$ cat src/rtl/serial_addsub_if.sv
// Bus bundle for serial_addsub.
//   master : drives start, sub, a, b; observes status, serial stream and result
//   slave  : the adder/subtractor itself
// Ports carried:
//   start, sub, a, b          - operation request and operands
//   busy, bit_out, bit_valid  - status and LSB-first serial result stream
//   done, sum, carry_out,
//   overflow                  - completion pulse and held result/flags
interface serial_addsub_if #(
   parameter int unsigned WIDTH = 4
);
   logic             start;
   logic             sub;
   logic [WIDTH-1:0] a;
   logic [WIDTH-1:0] b;
   logic             busy;
   logic             bit_out;
   logic             bit_valid;
   logic             done;
   logic [WIDTH-1:0] sum;
   logic             carry_out;
   logic             overflow;

   modport master (
      output start, sub, a, b,
      input  busy, bit_out, bit_valid, done, sum, carry_out, overflow
   );

   modport slave (
      input  start, sub, a, b,
      output busy, bit_out, bit_valid, done, sum, carry_out, overflow
   );
endinterface

$ cat src/rtl/serial_addsub.sv
// Bit-serial adder/subtractor, one bit per clock, LSB first.
// Ports:
//   clk   - rising-edge clock
//   rst_n - asynchronous active-low reset; aborts any operation in flight
//   bus   - serial_addsub_if slave: start/sub/a/b in; busy, bit_out, bit_valid,
//           done, sum, carry_out, overflow out
// An operation takes WIDTH RUN cycles followed by one DONE cycle. sum and the
// flags are held until the next completion.
module serial_addsub #(
   parameter int unsigned  WIDTH = 4,
   localparam int unsigned CNT_W = $clog2(WIDTH + 1)
) (
   input logic            clk,
   input logic            rst_n,
   serial_addsub_if.slave bus
);

   typedef enum logic [1:0] {StIdle, StRun, StDone} state_e;

   state_e state_q, state_d;

   logic [WIDTH-1:0] opa_q, opb_q, res_q, sum_q;
   logic             carry_q, cout_q, ovf_q;
   logic [CNT_W-1:0] cnt_q;

   logic s_bit, c_bit, last;

   // Full-adder cell on the current LSBs.
   assign s_bit = opa_q[0] ^ opb_q[0] ^ carry_q;
   assign c_bit = (opa_q[0] & opb_q[0]) | (opa_q[0] & carry_q) | (opb_q[0] & carry_q);
   assign last  = (cnt_q == CNT_W'(WIDTH - 1));

   // State register.
   always_ff @(posedge clk or negedge rst_n) begin
      if (!rst_n) begin
         state_q <= StIdle;
      end else begin
         state_q <= state_d;
      end
   end

   // Next-state logic.
   always_comb begin
      state_d = state_q;
      unique case (state_q)
         StIdle:  if (bus.start) state_d = StRun;
         StRun:   if (last) state_d = StDone;
         StDone:  state_d = StIdle;
         default: state_d = StIdle;
      endcase
   end

   // Datapath.
   always_ff @(posedge clk or negedge rst_n) begin
      if (!rst_n) begin
         opa_q   <= '0;
         opb_q   <= '0;
         res_q   <= '0;
         sum_q   <= '0;
         carry_q <= 1'b0;
         cout_q  <= 1'b0;
         ovf_q   <= 1'b0;
         cnt_q   <= '0;
      end else begin
         unique case (state_q)
            StIdle: begin
               if (bus.start) begin
                  // Subtraction is a + ~b + 1: invert B and seed the carry.
                  opa_q   <= bus.a;
                  opb_q   <= bus.sub ? ~bus.b : bus.b;
                  carry_q <= bus.sub;
                  cnt_q   <= '0;
               end
            end
            StRun: begin
               opa_q   <= opa_q >> 1;
               opb_q   <= opb_q >> 1;
               res_q   <= {s_bit, res_q[WIDTH-1:1]};
               carry_q <= c_bit;
               cnt_q   <= cnt_q + CNT_W'(1);
               if (last) begin
                  // carry_q is the MSB carry-in here; overflow is in XOR out.
                  sum_q  <= {s_bit, res_q[WIDTH-1:1]};
                  cout_q <= c_bit;
                  ovf_q  <= carry_q ^ c_bit;
               end
            end
            default: ;
         endcase
      end
   end

   assign bus.busy      = (state_q != StIdle);
   assign bus.bit_valid = (state_q == StRun);
   assign bus.bit_out   = (state_q == StRun) & s_bit;
   assign bus.done      = (state_q == StDone);
   assign bus.sum       = sum_q;
   assign bus.carry_out = cout_q;
   assign bus.overflow  = ovf_q;

endmodule
$ cat src/flat_wrapper.sv
// flat-port wrapper written by rule: the top's interface ports become plain ports
module serial_addsub_flat 
#(
   parameter int unsigned  WIDTH = 4,
   localparam int unsigned CNT_W = $clog2(WIDTH + 1)
)
  (clk, rst_n, bus_start, bus_sub, bus_a, bus_b, bus_busy, bus_bit_out, bus_bit_valid, bus_done, bus_sum, bus_carry_out, bus_overflow);
  serial_addsub_if #(.WIDTH(WIDTH)) bus_i ();
  input logic clk;
  input logic rst_n;
  input wire logic [$bits(bus_i.start)-1:0] bus_start;
  input wire logic [$bits(bus_i.sub)-1:0] bus_sub;
  input wire logic [$bits(bus_i.a)-1:0] bus_a;
  input wire logic [$bits(bus_i.b)-1:0] bus_b;
  output wire logic [$bits(bus_i.busy)-1:0] bus_busy;
  output wire logic [$bits(bus_i.bit_out)-1:0] bus_bit_out;
  output wire logic [$bits(bus_i.bit_valid)-1:0] bus_bit_valid;
  output wire logic [$bits(bus_i.done)-1:0] bus_done;
  output wire logic [$bits(bus_i.sum)-1:0] bus_sum;
  output wire logic [$bits(bus_i.carry_out)-1:0] bus_carry_out;
  output wire logic [$bits(bus_i.overflow)-1:0] bus_overflow;
  assign bus_i.start = bus_start;
  assign bus_i.sub = bus_sub;
  assign bus_i.a = bus_a;
  assign bus_i.b = bus_b;
  assign bus_busy = bus_i.busy;
  assign bus_bit_out = bus_i.bit_out;
  assign bus_bit_valid = bus_i.bit_valid;
  assign bus_done = bus_i.done;
  assign bus_sum = bus_i.sum;
  assign bus_carry_out = bus_i.carry_out;
  assign bus_overflow = bus_i.overflow;
  serial_addsub #(.WIDTH(WIDTH)) u_core (.clk(clk), .rst_n(rst_n), .bus(bus_i));
endmodule
$ cat config.mk
export PLATFORM = sky130hd
export DESIGN_NAME = serial_addsub_flat
export DESIGN_NICKNAME = d
export VERILOG_FILES = /design/src/rtl/serial_addsub_if.sv /design/src/rtl/serial_addsub.sv /design/src/flat_wrapper.sv
export SDC_FILE = /design/constraint.sdc
export NUM_CORES = 1
export LEC_CHECK = 0
export ABC_CLOCK_PERIOD_IN_PS = 2000
export CAP_MARGIN = 30
export CORE_MARGIN = 2
export CORE_UTILIZATION = 40
export CTS_CLUSTER_DIAMETER = 80
export DETAILED_ROUTE_END_ITERATION = 10
export GPL_TIMING_DRIVEN = 0
export PLACE_DENSITY = 0.71
export SETUP_SLACK_MARGIN = 0.15
export SLEW_MARGIN = 20
export SYNTH_ARGS = -nofsm -noshare
export SYNTH_HDL_FRONTEND = slang
export SYNTH_SLANG_ARGS = --single-unit
export TNS_END_PERCENT = 30
$ cat constraint.sdc
create_clock -name clk -period 2 [get_ports clk]
set_clock_uncertainty 0.15 [all_clocks]
set_input_delay 0.4 -clock clk [delete_from_list [all_inputs] [get_ports clk]]
set_output_delay 0.4 -clock clk [all_outputs]
set_load 0.02 [all_outputs]
Yosys cells after proc, flatten, opt, wreduce, memory -nomap -nowiden
Index checks and enable logic that the tools add are counted.

Reduce and logical (&&, ||, !) cells: 6. Add/sub/neg operators: 1. Bitwise logic cells: 10. Mux-type cells: 12. Eq/ne operators: 5.

Operators with widths (number): $pmux W4 S2 (2); $mux W4 (3); $pmux W3 S2 (1); $reduce_and A2 Y1 (3); $and A1 B1 Y1 (4); $mux W2 (2); $not A4 Y4 (1); $pmux W2 S2 (1); $reduce_bool A2 Y1 (2); $add A3 B1 Y3 const B (1); $eq A3 B2 Y1 const B (1); $mux W3 (1); $xor A1 B1 Y1 (3); $eq A2 B1 Y1 const B (1); $eq A2 B2 Y1 const B (1); $logic_not A2 Y1 (1); $ne A2 B1 Y1 const B (1); $ne A2 B2 Y1 const B (1); $or A1 B1 Y1 (2); $pmux W1 S2 (1); $mux W1 (1).

Bits of input ports: 12. Bits in registers: 24.

Longest topological paths before layout
Gate-level depths: netlist of the first run.

Depth after elaboration: 4. Depth in mapped cells: 5. Mapped depth without buffers: 5.

Least setup slack after synthesis of the first run
OpenSTA, ideal clock, no wires.

Kind: register -> output. Start point: reg u_core.carry_q. End point: out bus_bit_out. Arrival time: 1182 ps. Data required time: 1450 ps. Setup slack: 268 ps. Cell stages (with the launch flop): 3. Cells stage by stage: dfrtp_1 -> fa_1 -> and2_1.

Word-level cells in the longest chain between the ends: 2.

RTL lines: start: declaration (RTL line serial_addsub.sv:23) `logic carry_q, cout_q, ovf_q;`; start signal: assignment (RTL line serial_addsub.sv:71) `carry_q <= bus.sub;`; start signal: assignment (RTL line serial_addsub.sv:79) `carry_q <= c_bit;`; $xor A1 B1 Y1 (RTL line serial_addsub.sv:29) `assign s_bit = opa_q[0] ^ opb_q[0] ^ carry_q;`; net u_core.s_bit (RTL line serial_addsub.sv:26) `logic s_bit, c_bit, last;`; $and A1 B1 Y1 (RTL line serial_addsub.sv:95) `assign bus.bit_out = (state_q == StRun) & s_bit;`; end: declaration (RTL line flat_wrapper.sv:16) `output wire logic [$bits(bus_i.bit_out)-1:0] bus_bit_out;`.

The timed path passes the listed nets, and every way through them passes these cells.

Worst setup path in the final report of the first run
Ends and elaborated chain as after synthesis.

==> flow_summary.json, run 1 <==
{
  "outcome": "complete, but fails checks",
  "violations": "negative setup slack",
  "ys_async_sr_fraction_pct": 100.0,
  "worstSetupEndpointType": "output pin",
  "powerDensity_mw_per_mm2": 1465,
  "p_leak_nw": 0.7247,
  "fin_crit_ps": 2085,
  "antenna_found_initial": 0,
  "tightestPinTransition_ps": 477.9,
  "crit_fanout": 2,
  "fin_crit_sh_pct": 104.2,
  "avgSynthCellArea_sq_um": 11.22,
  "wl_microns": 1922,
  "rsz0062_at_grt": "true",
  "io_buffers": 20,
  "cts_max_path_buffers": 2,
  "hold_path_class": "primary input to async pin",
  "die_area_sq_mm": 0.003033,
  "synth.distinct_cells": 29,
  "ys.warnings.count": 0,
  "grt_pass1_vias": 753,
  "finalWorstSetupSlack_ps": -84.66,
  "wl_per_cell_microns": 12.73,
  "post-place-cells": 144,
  "critPathKind": "register to output pin",
  "initial_core_util_pct": 42.12,
  "setup_viol": 1,
  "grt_pass1_wl_microns": 3256,
  "synthMuxAreaShare_pct": 5.396,
  "place.gp.congestion": 0.8015,
  "cts.clk_slew.worst_paths_ps": 120,
  "first_pass_iters": 4,
  "syn_area_sq_mm": 0.001044,
  "path_cells": "fa_1 > and2_4 > buf_6",
  "htree_levels": 1,
  "cts_buffers": 3,
  "grt-ovfl-total": 0,
  "yosysSeqAreaShare_pct": 55.16,
  "synth_compound_area_share_pct": 13.79,
  "multi_input_area_sq_um": 444.2,
  "vias": 762,
  "required_ps": 1450,
  "ant_nets": 0,
  "synth-adder-area-share_pct": 4.317,
  "synth_top_family_by_area": "simple AND/OR/NAND/NOR gates",
  "finish.utilization_pct": 55.86,
  "cts_root_buf": "clkbuf_4",
  "grt.total_usage_pct": 14.81,
  "synthFlopType": "dfrtp_1",
  "drive_above_1_share_pct": 21.49,
  "die_width_microns": 55.08,
  "hpwl_microns": 1454,
  "grt_start_max_net_pins": 15,
  "synth_nets": 108,
  "cap_viol_max_count": 0,
  "cp_slowest_cell": "fa_1",
  "io_pins": 22,
  "synth_cells": 93,
  "viasPerCell": 5.046,
  "yosys.area_share.simple_pct": 13.91,
  "fillers": 217,
  "max_freq_ghz": 0.4797,
  "first_iter_violations": 12,
  "fin_nets": 137,
  "max_slew_margin_pct": 68.04,
  "core.rowCount": 18,
  "cts_tree": "done",
  "clk_latency_ps": 300,
  "synth_seq_cells": 23,
  "worst_ir_drop_vdd_mv": 0.7526,
  "core_region_area_sq_mm": 0.002477,
  "ctsHoldBuffers": 0,
  "n_antenna_cell": 0,
  "die_h_microns": 55.08,
  "synth_xor_area_share_pct": 4.197,
  "start_kind": "register",
  "arrival_ps": 1530,
  "cts.sinks": 23,
  "route.detailed.drc": 0,
  "final_hold_viol_count": 0,
  "instances_no_fill": 151,
  "cp_slowest_stage_delay_ps": 560,
  "drv_slew": 0,
  "final-seq-area_sq_um": 576.8,
  "synth_edf_count": 0,
  "area_delta_synth_final_pct": 32.61
}
-- report_power, final --
| group | switching [mW] | total, mW | internal, mW |
|---|---|---|---|
| clock network | 0.130 | 0.208 | 0.0777 |
| logic | 0.507 | 1.03 | 0.528 |
| registers | 0.117 | 0.785 | 0.667 |
| total | 0.755 | 2.03 | 1.27 |
-- critical path: cells and delay by family (launching register included) --
family        cells  cell delay (ps)
flops             1              420
simple gates      1              150
buf+inv           1              110
fa+ha+maj         1              560
-- metal layers --
metal / routed length, microns / GRT usage, %
met1: 951 / 20.00
met2: 851 / 25.20
met3: 119 / 2.688
met4: 0 / 2.439
met5: 0 / 0
-- placed cells by master (no fill, tap or decap), types with 5 or more instances in the layout --
cell type | synthesis | final
dlymetal6s2s_1 | 0 | 6
o21ai_0 | 7 | 7
clkdlybuf4s50_1 | 0 | 10
nand2_1 | 15 | 15
dfrtp_1 | 23 | 22
mux2_2 | 5 | 5
-- synth_stat cells, types with 2 or more instances --
cell type,n,area share [%]
buf_2,3,1.4
xor2_1,2,1.7
nor3_1,2,0.96
a22oi_1,3,2.2
nand2_1,15,5.4
and3b_1,2,1.7
a21oi_1,2,0.96
o21ai_0,7,3.4
xnor2_1,3,2.5
nor2b_1,2,1.2
a22o_1,2,1.7
mux2_2,5,5.4
nand2b_1,2,1.2
a221o_1,3,2.9
dfrtp_1,23,55
ha_1,2,2.4
inv_1,3,1.1
-- worst paths after layout --
| check | start | slack (ps) | depth (start not counted) | to |
|---|---|---|---|---|
| setup / recovery | u_core.carry_q | -80 | 3 | bus_bit_out |
| hold / removal | rst_n | 260 | 1 | u_core.bus.sum[0] |
| setup reg to reg | u_core.cnt_q[0] | 360 | 4 | u_core.bus.sum[1] |
| hold reg to reg | u_core.res_q[1] | 340 | 2 | u_core.res_q[1] |
| max in group asynchronous | rst_n | 970 | 2 | u_core.state_q[0] |
| min in group clk | u_core.res_q[1] | 340 | 2 | u_core.res_q[1] |
-- final cells by class --
class	count	area share, %
well taps	30	2.712
flip-flops and latches	23	41.68
multi-input cells	62	32.10
clock buffers	4	1.899
inverters	4	1.266
repair buffers	24	17.72
plain buffers	4	2.622
-- state kept, by name, summed over array words and instances (netlist names), 2 cells and up --
name            cells
u_core.opb_q        4
u_core.bus.sum      4
u_core.state_q      2
u_core.opa_q        4
u_core.res_q        3
u_core.cnt_q        3
-- logic make-up (layout without fill, tap and decap cells) --
family / Yosys count / count (layout)
simple gates: 28 / 28
flops: 23 / 23
compound gates: 21 / 21
buf+inv: 8 / 36
xor+xnor: 5 / 5
mux: 5 / 5
fa+ha+maj: 3 / 3
-- what timing repair did --
action,in CTS,in global routing
setup endpoints to repair,4,9
setup buffers,3,0
pin swaps,0,1
resized for setup,23,14
endpoints found under the hold margin,0,0
-- stage by stage --
stage	setup TNS [ps]	cell area (sq um)	total power, mW	setup WS (ps)	hold WS, ps
finish	-84.66	1384	2.027	-84.66	258.3
global placement	-392.4	1281	1.713	-257.3	304.9
global route	-161.5	1384	2.199	-161.5	288.7
floorplan	0	1044	1.387	268.1	-45.59
detailed placement	-490.4	1296	1.753	-262.8	317.3
CTS	-128.2	1358	2.031	-102.1	270.6
Power figures use the tool's default switching activity.
==> run 2: changes to the inputs <==
--- a/config.mk
+++ b/config.mk
@@ -7,14 +7,13 @@
 export LEC_CHECK = 0
 export ABC_CLOCK_PERIOD_IN_PS = 2000
 export CAP_MARGIN = 30
-export CORE_MARGIN = 2
+export CORE_MARGIN = 5
 export CORE_UTILIZATION = 40
 export CTS_CLUSTER_DIAMETER = 80
 export DETAILED_ROUTE_END_ITERATION = 10
 export GPL_TIMING_DRIVEN = 0
 export PLACE_DENSITY = 0.71
 export SETUP_SLACK_MARGIN = 0.15
-export SLEW_MARGIN = 20
 export SYNTH_ARGS = -nofsm -noshare
 export SYNTH_HDL_FRONTEND = slang
 export SYNTH_SLANG_ARGS = --single-unit
==> run 2 against run 1 <==
The flow still finishes with violations (negative setup slack). Global-route usage decreased by 2.3 points. Wire length increased by 11%. Non-clock buffer count increased by 5. First-iteration DRC count increased to 2.8 times the previous value. Design area increased by 4.2%. Maximum frequency about the same. Setup slack improved by 0.88 ps. Cell count increased by 3.3%. Total power increased by 3.0%. Core utilization increased by 2.4 points. Sequential power increased by 0.8%. Via count increased by 6.8%. Critical endpoint unchanged. Highest routed layer unchanged.
==> flow_summary.json, run 2 (synthesis gave the netlist of run 1 again) <==
{
  "core.rowCount": 18,
  "hold_path_class": "primary input to async pin",
  "route.detailed.drc": 0,
  "worstRegToRegCells": 5,
  "io_pins": 22,
  "outcome": "complete, but fails checks",
  "violations": "negative setup slack",
  "final_cell_mix": "21 x dfrtp_1, 15 x nand2_1, 10 x clkdlybuf4s50_1, 7 x o21ai_0, 7 x buf_4",
  "cts.sinks": 23,
  "cts_max_path_buffers": 2,
  "vias": 814,
  "die_width_microns": 61.08,
  "r2r_start": "u_core.state_q[1]",
  "max_freq_ghz": 0.4799,
  "setup_tns_ps": -83.78,
  "cts_tree": "done",
  "grt-ovfl-total": 0,
  "grt_pass1_vias": 797,
  "grt_start_max_net_pins": 19,
  "fillers": 230,
  "p_leak_nw": 0.7552,
  "crit_start": "u_core.carry_q",
  "ctsHoldBuffers": 0,
  "fin_crit_sh_pct": 104.2,
  "layout_commonest_cell": "dfrtp_1",
  "final-seq-area_sq_um": 578.1,
  "required_ps": 1450,
  "first_iter_violations": 33,
  "place.gp.congestion": 0.7231,
  "cts.clk_slew.worst_paths_ps": 120,
  "viasPerCell": 5.218,
  "n_antenna_cell": 0,
  "area_delta_synth_final_pct": 38.25,
  "clk_latency_ps": 300,
  "htree_levels": 1,
  "die_area_sq_mm": 0.003730,
  "drv_slew": 0,
  "cap_viol_max_count": 0,
  "r2r_setup_slack_ps": 340,
  "crit_fanout": 2,
  "drive_above_1_share_pct": 26.19,
  "die_h_microns": 61.08,
  "power_mw": 2.088,
  "rsz0062_at_grt": "true",
  "multi_input_area_sq_um": 451.7,
  "ant_nets": 0,
  "initial_core_util_pct": 42.12,
  "wl_microns": 2142,
  "wl_per_cell_microns": 13.73,
  "setup_viol": 1,
  "finish.utilization_pct": 58.23,
  "final_hold_viol_count": 0,
  "first_pass_iters": 4,
  "arrival_ps": 1530,
  "fin_crit_ps": 2084,
  "reg2reg_to": "u_core.opb_q[1]",
  "grt_pass1_wl_microns": 3588,
  "hpwl_microns": 1568,
  "grt.total_usage_pct": 12.47,
  "io_buffers": 20,
  "critPathKind": "register to output pin",
  "cts_root_buf": "clkbuf_4",
  "worstSetupEndpointType": "output pin",
  "cts_buffers": 3,
  "core_region_area_sq_mm": 0.002477,
  "antenna_found_initial": 0,
  "tightestPinTransition_ps": 367.7,
  "finalWorstSetupSlack_ps": -83.78,
  "worst_ir_drop_vdd_mv": 0.7308,
  "start_kind": "register",
  "powerDensity_mw_per_mm2": 1447,
  "fin_nets": 142,
  "max_slew_margin_pct": 75.41
}
==> run 2: cell count changes in the layout (fill, tap and decap cells not counted), sizes merged <==
cell  before  now
buf       11   16
==> run 2: how the worst max path moves through the flow <==
stage / end / slack (ps) / depth (start not counted)
after detailed placement: bus_bit_out / -270 / 3
after CTS: bus_bit_out / -100 / 3
final: bus_bit_out / -80 / 3
after global placement: bus_bit_out / -260 / 3
after global routing: bus_bit_out / -160 / 3
after floorplan: bus_bit_out / 270 / 2
==> run 2: routing by layer <==
metal | global-route usage, % | part of all wire (%)
met1 | 17.51 | 47
met2 | 20.24 | 46
met3 | 2.096 | 6.6
met4 | 2.786 | 0
met5 | 0 | 0
==> run 2: layout make-up <==
| cell class | instances | area share (%) |
|---|---|---|
| Sequential cell | 23 | 40.07 |
| Clock buffer | 4 | 1.821 |
| Tap cell | 30 | 2.602 |
| Timing Repair Buffer | 29 | 20.73 |
| Buffer | 4 | 2.255 |
| Inverter | 4 | 1.214 |
| Multi-Input combinational cell | 62 | 31.31 |
==> run 2: repair_timing <==
item	4_1_cts	5_1_grt
cloned	0	1
endpoints found under the setup margin	4	10
hold endpoints to repair	0	0
pin swaps	0	1
resized for setup	19	23
buffers inserted	3	4
==> run 2: critical path, cell delays in order (launching register included) <==
cell and delay, ps:
dfrtp_1 420, fa_1 560, and2_4 150, buf_6 110
==> run 2: power by group <==
part	internal, mW	switching [mW]	total (mW)
Combinational	0.561	0.529	1.09
Sequential	0.668	0.123	0.791
Clock	0.0776	0.128	0.206
Total	1.31	0.781	2.09
==> run 2: per-stage QoR <==
stage               cells  hold slack, ps  instance area, sq um  setup WS (ps)
detailed placement    144           322.5                  1309         -268.5
finish                156           220.2                  1443         -83.78
CTS                   151           221.3                  1355         -101.1
floorplan              93          -45.59                  1044          268.1
global placement      143           304.9                  1281         -262.1
global route          156           215.8                  1443         -157.3
==> run 3: changes to the inputs <==
--- a/config.mk
+++ b/config.mk
@@ -9,9 +9,9 @@
 export CAP_MARGIN = 30
 export CORE_MARGIN = 5
 export CORE_UTILIZATION = 40
-export CTS_CLUSTER_DIAMETER = 80
+export CTS_BUF_LIST = sky130_fd_sc_hd__clkbuf_2
+export CTS_CLUSTER_DIAMETER = 200
 export DETAILED_ROUTE_END_ITERATION = 10
-export GPL_TIMING_DRIVEN = 0
 export PLACE_DENSITY = 0.71
 export SETUP_SLACK_MARGIN = 0.15
 export SYNTH_ARGS = -nofsm -noshare
==> run 3 against run 2 <==
The run still ends with negative setup slack left. Register-to-register slack barely moved. Combinational power barely moved. Sequential power barely moved. Total power decreased by 2.9%. Cell count shrank 0.64%. Core utilization down 2.6 points. Die area stayed put. First-iteration DRC count shrank 45%. Setup slack got worse by 24 ps. Highest routed layer unchanged. Sequential cell count unchanged. Count of clock-buffer cells in the layout decreased by 1.
==> flow_summary.json, run 3 (synthesis gave the netlist of run 1 again) <==
{
  "path_cells": "fa_1 > and2_4 > buf_6",
  "max_freq_ghz": 0.4745,
  "worst_ir_drop_vdd_mv": 0.9658,
  "hpwl_microns": 1626,
  "grt_pass1_vias": 809,
  "fillers": 236,
  "drive_above_1_share_pct": 24.00,
  "p_leak_nw": 0.6836,
  "cp.buffers_inverters": 1,
  "cts_root_buf": "clkbuf_2",
  "cap_viol_max_count": 0,
  "fin_area_sq_mm": 0.001379,
  "required_ps": 1450,
  "grt_use_met2_pct": 20.85,
  "setup_tns_ps": -107.5,
  "tightestPinTransition_ps": 348.9,
  "final-seq-area_sq_um": 575.6,
  "pre_cts_slack_ps": -218.7,
  "vias": 782,
  "htree_levels": 1,
  "setup_viol": 1,
  "first_pass_iters": 4,
  "core.rowCount": 18,
  "wl_microns": 2026,
  "die_width_microns": 61.08,
  "crit_start": "u_core.carry_q",
  "antenna_found_initial": 0,
  "arrival_ps": 1560,
  "die_h_microns": 61.08,
  "cts_setup_buffers": 0,
  "viasPerCell": 5.045,
  "path_delay_family": "adder cells",
  "max_slew_margin_pct": 76.72,
  "cts.clk_slew.worst_paths_ps": 210,
  "start_kind": "register",
  "crit_fanout": 2,
  "hold_path_class": "primary input to async pin",
  "wl_per_cell_microns": 13.07,
  "n_antenna_cell": 0,
  "cp_slowest_stage_delay_ps": 550,
  "busiest_layer": "met2",
  "final_hold_viol_count": 0,
  "ant_nets": 0,
  "finalWorstSetupSlack_ps": -107.5,
  "crit_cells": 3,
  "rsz0062_at_grt": "true",
  "multi_input_area_sq_um": 442.9,
  "first_iter_violations": 18,
  "worstRegToRegCells": 4,
  "ctsHoldBuffers": 0,
  "place.gp.congestion": 0.7475,
  "clk_latency_ps": 320,
  "cts_max_path_buffers": 2,
  "cts.sinks": 23,
  "cts_tree": "done",
  "critPathKind": "register to output pin",
  "worstSetupEndpointType": "output pin",
  "die_area_sq_mm": 0.003730,
  "initial_core_util_pct": 42.12,
  "grt.total_usage_pct": 12.34,
  "powerDensity_mw_per_mm2": 1471,
  "layout_commonest_cell": "dfrtp_1",
  "fin_crit_sh_pct": 105.4,
  "grt_start_max_net_pins": 24,
  "cp_slowest_cell": "fa_1",
  "r2r_start": "u_core.cnt_q[0]",
  "violations": "negative setup slack",
  "cts_buffers": 3,
  "area_delta_synth_final_pct": 32.13,
  "io_buffers": 21,
  "route.detailed.drc": 0,
  "fin_crit_ps": 2108,
  "io_pins": 22,
  "drv_slew": 0,
  "grt_use_met3_pct": 3.145,
  "final_cell_mix": "23 x dfrtp_1, 15 x nand2_1, 11 x clkdlybuf4s50_1, 10 x buf_4, 7 x o21ai_0",
  "fin_nets": 141,
  "core_region_area_sq_mm": 0.002477,
  "placed_cell_area_sq_mm": 0.001355,
  "grt_pass1_wl_microns": 3505,
  "grt-ovfl-total": 0,
  "outcome": "complete, but fails checks",
  "grtUsageMet1_pct": 15.95
}
## run 3: cell count changes in the layout (fill, tap and decap cells not counted), sizes merged
cell / change
clkbuf: -2
dlymetal6s2s: -6
clkinv: +1
clkdlybuf4s50: +1
dlygate4sd2: +6
buf: -1
## run 3: final cells by class
type	count	area share, %
clock buffer	3	1.089
clock inverter	1	0.3630
inverter	4	1.089
multi-input combinational	62	32.12
sequential	23	41.74
tap	30	2.722
timing repair buffer	32	20.87
## run 3: power breakdown
| group | switching, mW | internal [mW] |
|---|---|---|
| sequential | 0.124 | 0.664 |
| combinational | 0.513 | 0.550 |
| clock | 0.133 | 0.0453 |
| total | 0.769 | 1.26 |
## run 3: timing repair
| item | CTS | global route |
|---|---|---|
| endpoints found under the setup margin | 10 | 7 |
| pin swaps | 0 | 1 |
| resized for setup | 28 | 4 |
| cloned | 0 | 0 |
## run 3: stage by stage
step	hold WS (ps)	util, %	total power, mW	std cells
final	243.7	55.66	2.028	155
after global routing	214.4	55.66	2.188	155
after CTS	233.9	55.10	2.031	155
after detailed placement	316.0	54.70	1.870	151
after global placement	305.5	54.70	1.829	151
after floorplan	-45.59	-	1.387	93
## run 3: path summary, 6_finish.rpt
path                                   endpoint  slack [ps]
hold / removal                u_core.bus.sum[0]         240
setup / recovery                    bus_bit_out        -110
hold reg to reg                 u_core.res_q[1]         360
setup reg to reg              u_core.bus.sum[1]         340
min in group clk                u_core.res_q[1]         360
max in group asynchronous  u_core.bus.carry_out        1230
## run 3: layer usage
metal / up-vias / part of all wire, % / wire length, microns
met5: - / 0 / 0
met2: 29 / 47 / 959
met1: 371 / 45 / 903
met4: 0 / 0 / 0
li1: 382 / - / -
met3: 0 / 8.0 / 162
